`src/rtl/sn151_scanner.sv`:
```
// Sequencer for an SN74XX151 8-to-1 mux: steps sel/str, samples the mux output and assembles a byte.
// Optional complement check of mux_nout against mux_out is enabled with `define SN151_SCANNER_CHECK_EN.
module sn151_scanner #(
    parameter int SETTLE = 0
) (
    input  logic       clk,
    input  logic       rst,
    input  logic       start,
    output logic       busy,
    output logic       done,
    output logic [7:0] data,
    output logic [2:0] sel,
    output logic       str,
    input  logic       mux_out,
    input  logic       mux_nout,
    output logic       err
);

    typedef enum logic {
        IDLE,
        SCAN
    } state_t;

    localparam logic [3:0] RELOAD = 4'(SETTLE);

    state_t     state;
    logic [3:0] cnt;
    logic [6:0] cap;    // bit 7 never needs storing; it goes straight from mux_out into data

`ifndef SN151_SCANNER_CHECK_EN
    logic unused_nout;
    assign unused_nout = mux_nout;
    assign err         = 1'b0;
`endif

    // NOTE: every register here, including the capture byte, is plain flops, so all of it is
    // reset and all of it is updated with non-blocking assignments from this one process.
    always_ff @(posedge clk) begin
        if (rst) begin
            state <= IDLE;
            sel   <= 3'd0;
            str   <= 1'b1;
            busy  <= 1'b0;
            done  <= 1'b0;
            data  <= 8'h00;
            cnt   <= 4'd0;
            cap   <= 7'd0;
`ifdef SN151_SCANNER_CHECK_EN
            err   <= 1'b0;
`endif
        end else begin
            done <= 1'b0;
            case (state)
                IDLE: begin
                    if (start) begin
                        state <= SCAN;
                        sel   <= 3'd0;
                        str   <= 1'b0;
                        busy  <= 1'b1;
                        cnt   <= RELOAD;
                        cap   <= 7'd0;
                    end
                end
                SCAN: begin
                    if (cnt != 4'd0) begin
                        cnt <= cnt - 4'd1;
                    end else begin
`ifdef SN151_SCANNER_CHECK_EN
                        if (mux_nout == mux_out)
                            err <= 1'b1;
`endif
                        if (sel != 3'd7) begin
                            cap[sel] <= mux_out;
                            sel      <= sel + 3'd1;
                            cnt      <= RELOAD;
                        end else begin
                            data <= {mux_out, cap};
                            done <= 1'b1;
                            sel  <= 3'd0;
                            cnt  <= RELOAD;
                            cap  <= 7'd0;
                            // A start present on the final capture chains the next scan with no idle gap.
                            if (start) begin
                                busy <= 1'b1;
                                str  <= 1'b0;
                            end else begin
                                state <= IDLE;
                                busy  <= 1'b0;
                                str   <= 1'b1;
                            end
                        end
                    end
                end
                default: state <= IDLE;
            endcase
        end
    end

endmodule

```
`config.mk`:
```
export PLATFORM = sky130hd
export DESIGN_NAME = sn151_scanner
export DESIGN_NICKNAME = d
export VERILOG_FILES = /design/src/rtl/sn151_scanner.sv
export SDC_FILE = /design/constraint.sdc
export NUM_CORES = 1
export LEC_CHECK = 0
export BUFFER_PORTS_ARGS = -buffer_cell sky130_fd_sc_hd__buf_2
export CORE_UTILIZATION = 54
export CTS_BUF_LIST = sky130_fd_sc_hd__clkbuf_4 sky130_fd_sc_hd__clkbuf_8 sky130_fd_sc_hd__clkbuf_16
export CTS_CLUSTER_SIZE = 28
export DETAILED_ROUTE_END_ITERATION = 8
export GPL_TIMING_DRIVEN = 0
export PLACE_DENSITY = 0.85
export RECOVER_POWER = 50
export SYNTH_ARGS = -nofsm -noshare
export SYNTH_HDL_FRONTEND = slang
export SYNTH_SLANG_ARGS = --single-unit
export TNS_END_PERCENT = 30
```
`constraint.sdc`:
```
create_clock -name clk -period 1.85 [get_ports clk]
set_clock_uncertainty 0.1 [all_clocks]
set_input_delay 0 -clock clk [delete_from_list [all_inputs] [get_ports clk]]
set_output_delay 0 -clock clk [all_outputs]
set_load 0.03 [all_outputs]
```
==> results of run 1 <==
## cells by family (layout without fill, tap and decap cells)
family,after synthesis,in the layout,synth area share (%)
AOI/OAI and AO/OA,43,43,21.1
adders and majority gates,4,4,3.88
buffers and inverters,20,45,7.57
muxes,1,1,0.777
and+or+nand+nor,52,52,26.0
other,1,1,0.291
DFF,26,26,40.4
## worst max-delay path, stage by stage (launching register included)
cell	delay (ns)
dfxtp_2	0.39
ha_1	0.22
ha_1	0.25
or3b_1	0.43
nor3b_2	0.25
a32o_1	0.16
## layout make-up
cell class                      instances  area (sq um)  area share, %
Inverter                                9          37.5           2.52
Buffer                                 11          68.8           4.62
Clock buffer                            4          36.3           2.43
Timing Repair Buffer                   20          98.8           6.63
Timing Repair inverter                  1          7.51          0.504
Multi-Input combinational cell        101           683           45.8
Tap cell                               28          35.0           2.35
Sequential cell                        26           523           35.1
## metal layers
metal / global-route usage [%] / vias up
li1: - / 586
met1: 31.3 / 582
met2: 47.8 / 33
met3: 3.27 / 5
met4: 10.6 / 0
met5: 0 / -
## registers in the layout, indices dropped and copies added, names as in the netlist
register	cells
busy	1
cap	7
cnt	4
data	8
done	1
sel	3
state	1
str	1
## power by group through the flow
stage / Combinational, mW / Sequential (mW) / Clock [mW]
3_5_place_dp: 0.127 / 0.592 / 0
4_1_cts: 0.133 / 0.580 / 0.299
2_1_floorplan: 0.0817 / 0.602 / 0
3_3_place_gp: 0.122 / 0.591 / 0
6_report: 0.135 / 0.581 / 0.297
5_1_grt: 0.149 / 0.582 / 0.322
## placed cells by master, fill, tap and decap left out, drive strengths merged, types with 4 or more instances in the layout
cell type	n
inv	8
nor2b	4
dfxtp	26
o21ai	11
nor3b	4
ha	4
nor2	4
nand3	12
a21oi	14
nand2	5
buf	10
o32ai	4
clkbuf	21
## through the flow
step           worst slack [ns]  hold slack [ns]
2_1_floorplan            0.0379           0.0238
3_3_place_gp             0.0513            0.176
3_5_place_dp            -0.0341            0.185
4_1_cts                 0.00996            0.364
5_1_grt                 -0.0672            0.387
6_report                0.00468            0.370
## how the worst min path moves through the flow
stage | depth (start not counted) | slack, ns | end
after floorplan | 1 | 0.02 | state
after global placement | 3 | 0.18 | data[7]
after detailed placement | 3 | 0.19 | data[7]
after CTS | 2 | 0.36 | busy
after global routing | 4 | 0.39 | data[7]
final | 2 | 0.37 | busy
## what timing repair did
action,4_1_cts,5_1_grt
buffers inserted,0,0
resized for setup,2,9
endpoints found under the setup margin,6,15
pin swaps,0,1
hold buffers,3,0
gates cloned,0,1
endpoints found under the hold margin,8,0
==> impl_metrics.env, run 1 <==
export IMPL_fin_cells=200
export IMPL_netSwitchingPower_mw=0.271
export IMPL_worst_setup_path_type="flip-flop to flip-flop"
export IMPL_yosysSeqAreaShare_pct=40.4
export IMPL_cts_buffer_depth=2
export IMPL_slew_violations=0
export IMPL_ys_warnings_count=0
export IMPL_routed_via_count=1206
export IMPL_fill_cells=191
export IMPL_p_seq_share_pct=57.3
export IMPL_ys_types=41
export IMPL_area_delta_synth_final_pct=15.6
export IMPL_r2r_end="cap[1]"
export IMPL_coreArea_sq_um=2230
export IMPL_synthFlopType="dfxtp_1"
export IMPL_fmax_ghz=0.542
export IMPL_cts_tree="done"
export IMPL_die_h_um=50.9
export IMPL_power_internal_mw=0.742
export IMPL_setup_violations=0
export IMPL_syn_nets=156
export IMPL_drt_wirelength_per_cell_um=15.3
export IMPL_rsz0062_at_grt="true"
export IMPL_clk_pin_slew_ns=0.15
export IMPL_rows=17
export IMPL_clkPwrFrac_pct=29.4
export IMPL_fin_area_sq_um=1490
export IMPL_crit_required_ns=2.03
export IMPL_io_buffers=17
export IMPL_track_usage_pct=26.4
export IMPL_syn_area_per_cell_sq_um=8.77
export IMPL_crit_end="cap[1]"
export IMPL_setup_tns_final_ns=0
export IMPL_p_comb_share_pct=13.3
export IMPL_yosysTopAreaCellShare_pct=40.4
export IMPL_postRouteAntennaNets=0
export IMPL_reg2reg_from="sel[0]"
export IMPL_synthTopCellsByArea="dfxtp_1 40%, a21oi_1 5.4%, nand3_1 4.7%"
export IMPL_leakage_nw=0.521
export IMPL_drive_gt1_share_pct=16.9
export IMPL_nNetsFinal=182
export IMPL_met3_length_um=111
export IMPL_ios=20
export IMPL_drt_iter0_drc=30
export IMPL_cts_root_buf="clkbuf_4"
export IMPL_clk_latency_ns=0.33
export IMPL_place_inst=192
export IMPL_yosysMostFrequentCell="dfxtp_1"
export IMPL_initial_core_util_pct=57.7
export IMPL_die_w_um=50.9
export IMPL_async_flop_share_pct=0
export IMPL_powerDensity_nw_per_um2=680
export IMPL_crit_fanout=8
export IMPL_numCtsBuffers=3
export IMPL_grt_overflow_total=0
export IMPL_antenna_cells=0
export IMPL_antenna_found_initial=0
export IMPL_synth_edf_count=0
export IMPL_worst_hold_path_type="flip-flop to flip-flop"
export IMPL_highest_layer="met4"
export IMPL_ff2ff_setup_slack_ns=0.005
export IMPL_final_core_util_pct=66.7
export IMPL_cts_sinks=26
export IMPL_routabilityCongestion=0.910
export IMPL_viasPerCell=6.03
export IMPL_synth_largest_area_cell="dfxtp_1"
export IMPL_grt_pass1_vias=1151
export IMPL_grt_first_pass_wirelength_mm=5.13
export IMPL_switching_share_pct=26.8
export IMPL_hold_viol_final=0
export IMPL_dieArea_sq_um=2590
export IMPL_worstSetupEndpointType="flip-flop"
export IMPL_hold_path_startpoint="busy"
export IMPL_worstSetupStartpointType="flip-flop"
export IMPL_ys_ff_latch=26
export IMPL_drt_total_wl_mm=3.05
export IMPL_setup_worst_path_start="sel[0]"
export IMPL_wl_met1_mm=1.32
export IMPL_arrival_ns=2.03
export IMPL_status="completed"
export IMPL_period_minus_slack_ns=1.85
export IMPL_netlist_instances=147
export IMPL_cap_violations=0
export IMPL_finalCritPeriodShare_pct=99.7
export IMPL_yosys_top_cells_count="26 x dfxtp_1, 14 x a21oi_1, 12 x nand3_1, 10 x o21ai_0, 9 x inv_1"
export IMPL_synth_area_sq_um=1290
export IMPL_placed_area_sq_um=1410
export IMPL_irDropWorstVdd_mv=0.404
export IMPL_dr_pass1_iters=4
export IMPL_dp_hpwl_mm=2.13
export IMPL_met2_length_mm=1.59
export IMPL_grt_start_max_net_pins=15
export IMPL_total_power_mw=1.01
export IMPL_route_detailed_drc=0
export IMPL_reg2reg_depth=5
export IMPL_h_tree_depth=1
(Power assumes the default switching activity.)
==> run 2: changes to the inputs <==
- GPL_TIMING_DRIVEN: 0 -> not set
==> run 2 against run 1 <==
Net effect:
- sequential power shrank 0.7%
- critical path depth is the same
- cell count shrank 2.0%
- clock power grew 32%
- sequential share of layout area shrank 0.14 points
- flip-flop and latch count is the same
- critical path type unchanged
- largest power group unchanged
==> impl_metrics.env, run 2 (synthesized netlist as in run 1, its figures left out) <==
export IMPL_status="completed"
export IMPL_drt_iter0_drc=41
export IMPL_r2r_end="cap[0]"
export IMPL_largest_reg_flops=8
export IMPL_worst_setup_path_type="flip-flop to flip-flop"
export IMPL_setup_violations=0
export IMPL_nNetsFinal=178
export IMPL_ff2ff_setup_slack_ns=0.06
export IMPL_area_delta_synth_final_pct=15.5
export IMPL_post_cts_buffers=0
export IMPL_grt_first_pass_wirelength_mm=4.80
export IMPL_reg2reg_from="cnt[0]"
export IMPL_rows=17
export IMPL_coreArea_sq_um=2230
export IMPL_routed_via_count=1190
export IMPL_clk_pin_slew_ns=0.14
export IMPL_crit_required_ns=1.99
export IMPL_reg2reg_depth=5
export IMPL_clk_latency_ns=0.33
export IMPL_final_cell_mix="26 x dfxtp_1, 14 x a21oi_1, 14 x clkbuf_1, 12 x nand3_1, 10 x o21ai_0"
export IMPL_numCtsBuffers=3
export IMPL_cts_buffer_depth=2
export IMPL_leakage_nw=0.522
export IMPL_cts_tree="done"
export IMPL_worst_hold_path_type="flip-flop to flip-flop"
export IMPL_crit_fanout=14
export IMPL_route_detailed_drc=0
export IMPL_worstSetupStartpointType="flip-flop"
export IMPL_worstSetupEndpointType="flip-flop"
export IMPL_die_w_um=50.9
export IMPL_top_regs="data (8), cap (7), cnt (4)"
export IMPL_setup_tns_final_ns=0
export IMPL_initial_core_util_pct=57.7
export IMPL_fin_ws_ns=0.0583
export IMPL_irDropWorstVdd_mv=0.498
export IMPL_drive_gt1_share_pct=14.9
export IMPL_slew_violations=0
export IMPL_powerDensity_nw_per_um2=745
export IMPL_dr_pass1_iters=4
export IMPL_arrival_ns=1.93
export IMPL_antenna_cells=0
export IMPL_cts_root_buf="clkbuf_4"
export IMPL_antenna_found_initial=0
export IMPL_viasPerCell=6.07
export IMPL_drt_total_wl_mm=2.99
export IMPL_die_h_um=50.9
export IMPL_ios=20
export IMPL_drt_wirelength_per_cell_um=15.3
export IMPL_postRouteAntennaNets=0
export IMPL_dp_slack_ns=0.0721
export IMPL_fmax_ghz=0.558
export IMPL_period_minus_slack_ns=1.79
export IMPL_routabilityCongestion=0.798
export IMPL_grt_overflow_total=0
export IMPL_track_usage_pct=25.4
export IMPL_whs_ns=0.366
export IMPL_layout_commonest_cell="dfxtp_1"
export IMPL_grt_pass1_vias=1085
export IMPL_setup_worst_path_start="cnt[0]"
export IMPL_rsz0062_at_grt="false"
export IMPL_h_tree_depth=1
export IMPL_crit_end="cap[0]"
export IMPL_finalCritPeriodShare_pct=96.8
export IMPL_dieArea_sq_um=2590
export IMPL_grt_start_max_net_pins=23
export IMPL_cts_sinks=26
export IMPL_dp_hpwl_mm=1.99
export IMPL_io_buffers=17
export IMPL_hold_viol_final=0
export IMPL_top_register="data"
export IMPL_cap_violations=0
==> run 2: cell types whose count changed in the layout (fill, tap and decap cells not counted), sizes merged <==
cell	before	now
bufinv	0	1
buf	10	11
inv	8	9
clkbuf	21	17
clkinvlp	2	0
dlygate4sd1	1	0
==> run 2: critical path, cell delays in order, from the launching register on <==
cell,delay [ns]
dfxtp_1,0.36
inv_1,0.11
ha_1,0.25
and4bb_2,0.44
o22ai_1,0.16
a32o_1,0.28
==> run 2: stage by stage <==
step,instance area [sq um],instances,util (%),total power [mW]
2_1_floorplan,1290,147,-,0.683
3_3_place_gp,1410,189,62.9,0.709
3_5_place_dp,1410,189,62.9,0.714
4_1_cts,1490,196,66.6,1.11
5_1_grt,1490,196,66.7,1.14
6_report,1490,196,66.7,1.11
==> run 2: timing repair <==
action	CTS	global route
endpoints found under the setup margin	0	4
resized for setup	0	4
hold buffers	3	0
hold endpoints to repair	16	0
==> run 2: power breakdown <==
group	switching (mW)	total (mW)	internal, mW	leakage, nW
clock network	0.174	0.393	0.219	0.0279
logic	0.0881	0.138	0.0504	0.283
registers	0.00741	0.577	0.570	0.211
==> run 2: worst min-delay path by stage <==
stage	start	to	slack, ns	depth (start not counted)
after floorplan	start	state	0.02	1
after global placement	mux_out	data[7]	0.18	3
after detailed placement	mux_out	data[7]	0.19	3
final	busy	busy	0.37	2
after CTS	busy	busy	0.37	2
after global routing	busy	busy	0.39	2
==> run 2: area by class of cell <==
| type | count | area, sq um |
|---|---|---|
| timing repair buffer | 28 | 158 |
| clock inverter | 1 | 30.0 |
| tap | 28 | 35.0 |
| inverter | 9 | 33.8 |
| multi-input combinational | 101 | 689 |
| sequential | 26 | 520 |
| clock buffer | 3 | 22.5 |
| fill | 200 | 744 |
==> run 2: per-layer routing <==
metal | global-route usage, % | part of all wire (%)
met1 | 28.7 | 42
met2 | 45.6 | 50
met3 | 3.27 | 3.9
met4 | 14.8 | 3.8
met5 | 0 | 0
